$ cat config.mk
export PLATFORM = sky130hd
export DESIGN_NAME = inst_fetch
export DESIGN_NICKNAME = d
export VERILOG_FILES = /design/src/rtl/inst_fetch.sv
export SDC_FILE = /design/constraint.sdc
export NUM_CORES = 1
export LEC_CHECK = 0
export ABC_AREA = 0
export CORE_MARGIN = 4
export CORE_UTILIZATION = 35
export DETAILED_ROUTE_END_ITERATION = 8
export PLACE_DENSITY = 0.68
export SLEW_MARGIN = 30
export SYNTH_ARGS = -nofsm -noshare
export SYNTH_HDL_FRONTEND = slang
export SYNTH_SLANG_ARGS = --single-unit
$ cat constraint.sdc
create_clock -name clk -period 2.6 [get_ports clk]
set_clock_uncertainty 0.05 [all_clocks]
set_input_delay 0.65 -clock clk [delete_from_list [all_inputs] [get_ports clk]]
set_output_delay 0.65 -clock clk [all_outputs]
set_load 0.01 [all_outputs]
$ cat src/rtl/inst_fetch.sv
// Instruction-fetch stage: owns the PC, drives the combinational instruction
// memory port and loads the IF/ID pipeline register with the fetched
// instruction or a bubble. Also keeps a saturating count of accepted fetches.
module inst_fetch #(
    parameter logic [15:0] RESET_PC = 16'h0000,
    parameter logic [15:0] NOP_INST = 16'h0800
) (
    input  logic        clk,
    input  logic        rst,
    input  logic        stall,
    input  logic        branch_en,
    input  logic [15:0] branch_target,
    input  logic        mem_busy,
    output logic [15:0] mem_pc,
    input  logic [15:0] mem_inst,
    output logic [15:0] if_id_pc,
    output logic [15:0] if_id_inst,
    output logic        if_id_valid,
    output logic [15:0] fetch_cnt
);

    localparam int unsigned PC_W   = 16;
    localparam int unsigned INST_W = 16;
    localparam int unsigned CNT_W  = 16;

    localparam logic [CNT_W-1:0] CNT_MAX = {CNT_W{1'b1}};

    logic [PC_W-1:0]   pc_q,       pc_d;
    logic [PC_W-1:0]   id_pc_q,    id_pc_d;
    logic [INST_W-1:0] id_inst_q,  id_inst_d;
    logic              id_valid_q, id_valid_d;
    logic [CNT_W-1:0]  cnt_q,      cnt_d;

    // Next-state selection; branch beats stall, stall beats busy.
    always_comb begin
        pc_d       = pc_q;
        id_pc_d    = id_pc_q;
        id_inst_d  = id_inst_q;
        id_valid_d = id_valid_q;
        cnt_d      = cnt_q;

        if (branch_en) begin
            // Wrong-path instruction at the old PC is dropped uncounted.
            pc_d       = branch_target;
            id_pc_d    = '0;
            id_inst_d  = NOP_INST;
            id_valid_d = 1'b0;
        end else if (stall) begin
            // Everything holds.
        end else if (mem_busy) begin
            id_pc_d    = '0;
            id_inst_d  = NOP_INST;
            id_valid_d = 1'b0;
        end else begin
            pc_d       = PC_W'(pc_q + PC_W'(1));
            id_pc_d    = PC_W'(pc_q + PC_W'(1));
            id_inst_d  = mem_inst;
            id_valid_d = 1'b1;
            if (cnt_q != CNT_MAX) begin
                cnt_d = CNT_W'(cnt_q + CNT_W'(1));
            end
        end
    end

    // State registers with synchronous reset.
    always_ff @(posedge clk) begin
        if (rst) begin
            pc_q       <= RESET_PC;
            id_pc_q    <= '0;
            id_inst_q  <= NOP_INST;
            id_valid_q <= 1'b0;
            cnt_q      <= '0;
        end else begin
            pc_q       <= pc_d;
            id_pc_q    <= id_pc_d;
            id_inst_q  <= id_inst_d;
            id_valid_q <= id_valid_d;
            cnt_q      <= cnt_d;
        end
    end

    assign mem_pc      = pc_q;
    assign if_id_pc    = id_pc_q;
    assign if_id_inst  = id_inst_q;
    assign if_id_valid = id_valid_q;
    assign fetch_cnt   = cnt_q;

endmodule

==> metrics.md <==
| Metric | Value |
|---|---|
| Status | finished, final reports clean |
| Vias in the first global route | 2823 |
| Count of input and output buffers | 101 |
| CTS tree | built |
| CORE AREA | 8300 µm² |
| DR WL/cell | 15.2 µm |
| Post_cts resized | 0 |
| Dominant synthesized flop cell | dfxtp_1 |
| LEAKAGE | 1.51 nW |
| Setup TNS | 0 ps |
| TritonCTS Buffers | 9 |
| Antenna violations before repair | 0 |
| Register area | 1300 µm² |
| Data arrival, critical path | 1480 ps |
| Vias per cell | 5.35 |
| Crit path capture type | output port |
| First-pass GRT wire length | 13900 µm |
| Worst Max-Slew Pin Slew | 786 ps |
| Critical Path Source Type | register |
| Number of flops mapped to enable cells by yosys | 0 |
| Drt pass-1 iters | 4 |
| Syn Nets | 392 |
| Layout Cells excl Fill | 567 |
| FMAX | 0.458 GHz |
| Design Area, Final | 4400 µm² |
| # diodes | 0 |
| Most frequent cells in the layout | clkdlybuf4s50_1, dfxtp_1, nor2_1 |
| # hold bufs at CTS | 0 |
| Clock Tree Root | clkbuf_8 |
| Cell Area, Synth | 3020 µm² |
| Clk buf depth | 2 |
| Initial Utilization | 0.364 |
| GR Overflow Total | 0 |
| FF+latch count, synth | 65 |
| DRC errors left | 0 |
| Syn-to-layout area delta | 45.8% |
| Fraction of registers with async set/reset | 0 |
| Final Hold Fails | 0 |
| Final ANT Viol Nets | 0 |
| Critical setup path kind | register to output port |
| Area of the die | 10200 µm² |
| Most common cell after layout, fill and taps aside | clkdlybuf4s50_1 |
| Met2 usage | 0.264 |
| Worst skew pair latency | 350 ps |
| Critical path required time | 1900 ps |
| Pwr dens | 522 nW/µm² |
| GR peak layer | met2 |
| Buf+Inv Stages, Crit Path | 1 |
| Syn. warnings | 0 |
| Setup Buffers After CTS | 0 |
| Post-synthesis sequential area ratio | 0.431 |
| Fin nets | 496 |
| Crit path max fanout | 8 |
| Final WL | 8610 µm |
| Multi-input logic area | 1570 µm² |
| Clock transition at path regs | 70 ps |
| DIE WIDTH | 101 µm |
| GR met1 Demand/Resource | 0.218 |
| Placed instance area | 4170 µm² |
| Slew Limit Fails | 0 |
| Top Ports | 102 |
| H-tree depth | 3 |
| Peak VDD IR | 297 µV |
| Via count | 3035 |
| Delay of the slowest cell on the worst path | 610 ps |
| Placed Cells | 551 |
| Syn Inst Count | 353 |
| Delay-heaviest family, CP | buffers and inverters |
| CP Cell Sequence | clkdlybuf4s50_1 |
| Worst Hold Class | register to register |
| Max_slew headroom | 0.472 |
| Die Y | 101 µm |
| Detailed Place HPWL | 6350 µm |
| RD Place Congestion | 0.832 |
| Final worst path period share | 0.840 |
| Unrepaired setup endpoints after global routing | no |
| Number of max-cap violations | 0 |
| All-Layer GR Usage | 0.170 |
| Synth unique cells | 46 |
| Minimum clock period | 2180 ps |
| Final setup violation count | 0 |
| Largest net degree at the start of global routing | 21 |
| Layout cells sized above 1 | 0.0844 |
| Worst R2R Setup Slack | 530 ps |
| CP max stage cell | clkdlybuf4s50_1 |
| Clock tree sinks | 65 |
| Avg Inst Size Synth | 8.55 µm² |
| Met3 Resource Use GR | 0.0484 |
| DR iter-0 viols | 161 |
| Rows | 33 |
| Fill cells | 762 |
## stage by stage
| step | util | hold slack [ps] | setup slack, ps | power [mW] |
|---|---|---|---|---|
| CTS | 0.530 | 408 | 400 | 2.32 |
| global placement | 0.503 | 384 | 155 | 1.34 |
| finish | 0.530 | 404 | 416 | 2.30 |
| detailed placement | 0.503 | 393 | 96.4 | 1.34 |
| floorplan | - | 417 | 584 | 1.19 |
| global route | 0.530 | 432 | 323 | 2.39 |
## layer usage
metal	wire length, µm	vias up
met1	3890	1414
met5	0	-
met2	3920	102
li1	-	1503
met4	165	0
met3	634	16
## cells by family (layout without fill, tap and decap cells)
group | Yosys count | in the layout | share of synthesized area
buffers and inverters | 34 | 143 | 0.0493
flip-flops | 65 | 65 | 0.431
AO/OA/AOI/OAI | 89 | 89 | 0.197
AND/OR/NAND/NOR | 145 | 145 | 0.262
adder cells (fa/ha/maj) | 2 | 2 | 0.00829
XOR/XNOR | 17 | 17 | 0.0493
multiplexers | 1 | 1 | 0.00373
## flip-flops by register name (all words and copies together) (netlist names)
register	count
fetch_cnt	16
mem_pc	16
if_id_inst	16
if_id_valid	1
if_id_pc	16
## cells in the mapped netlist, types with 2 or more instances
cell type	number	area, µm²
nand2_1	29	109
dfxtp_1	65	1300
o21ai_0	17	85.1
ha_1	2	25.0
xnor2_1	15	131
xor2_1	2	17.5
o31ai_1	7	52.6
a22o_1	2	17.5
buf_2	5	25.0
o22ai_1	3	18.8
and3_1	6	37.5
and4_1	5	43.8
clkbuf_1	17	63.8
o21a_1	5	37.5
inv_1	10	37.5
a21oi_1	19	95.1
nor3_1	15	75.1
a211oi_1	7	52.6
nand4_1	9	56.3
o211a_1	2	20.0
nor2b_1	2	12.5
nand3_1	14	70.1
or3_1	6	37.5
a22oi_1	17	128
nand3b_1	2	15.0
a2111oi_0	2	17.5
nor2_1	34	128
nor4_1	6	37.5
o211ai_1	2	15.0
or4_1	9	67.6
buf_6	2	22.5
## final timing paths
check	cells after the start	start	to
setup / recovery	1	mem_pc[4]$_SDFFE_PP0P_	mem_pc[4]
hold / removal	2	if_id_pc[12]$_SDFFE_PP0N_	if_id_pc[12]$_SDFFE_PP0N_
setup reg to reg	5	fetch_cnt[0]$_SDFFE_PP0P_	fetch_cnt[11]$_SDFFE_PP0P_
hold reg to reg	2	if_id_pc[12]$_SDFFE_PP0N_	if_id_pc[12]$_SDFFE_PP0N_
## layout make-up
cell class              count  area share
clock buffers              11      0.0344
clock inverters             5      0.0176
inverters                  10     0.00853
multi-input cells         254       0.357
flip-flops and latches     65       0.296
well taps                 105      0.0299
repair buffers            117       0.257
## power by group
part	internal (mW)	switching (mW)
combinational	0.146	0.111
sequential	1.02	0.0404
clock	0.589	0.391
total	1.76	0.542
No activity file was read; power rests on OpenSTA's default activity.
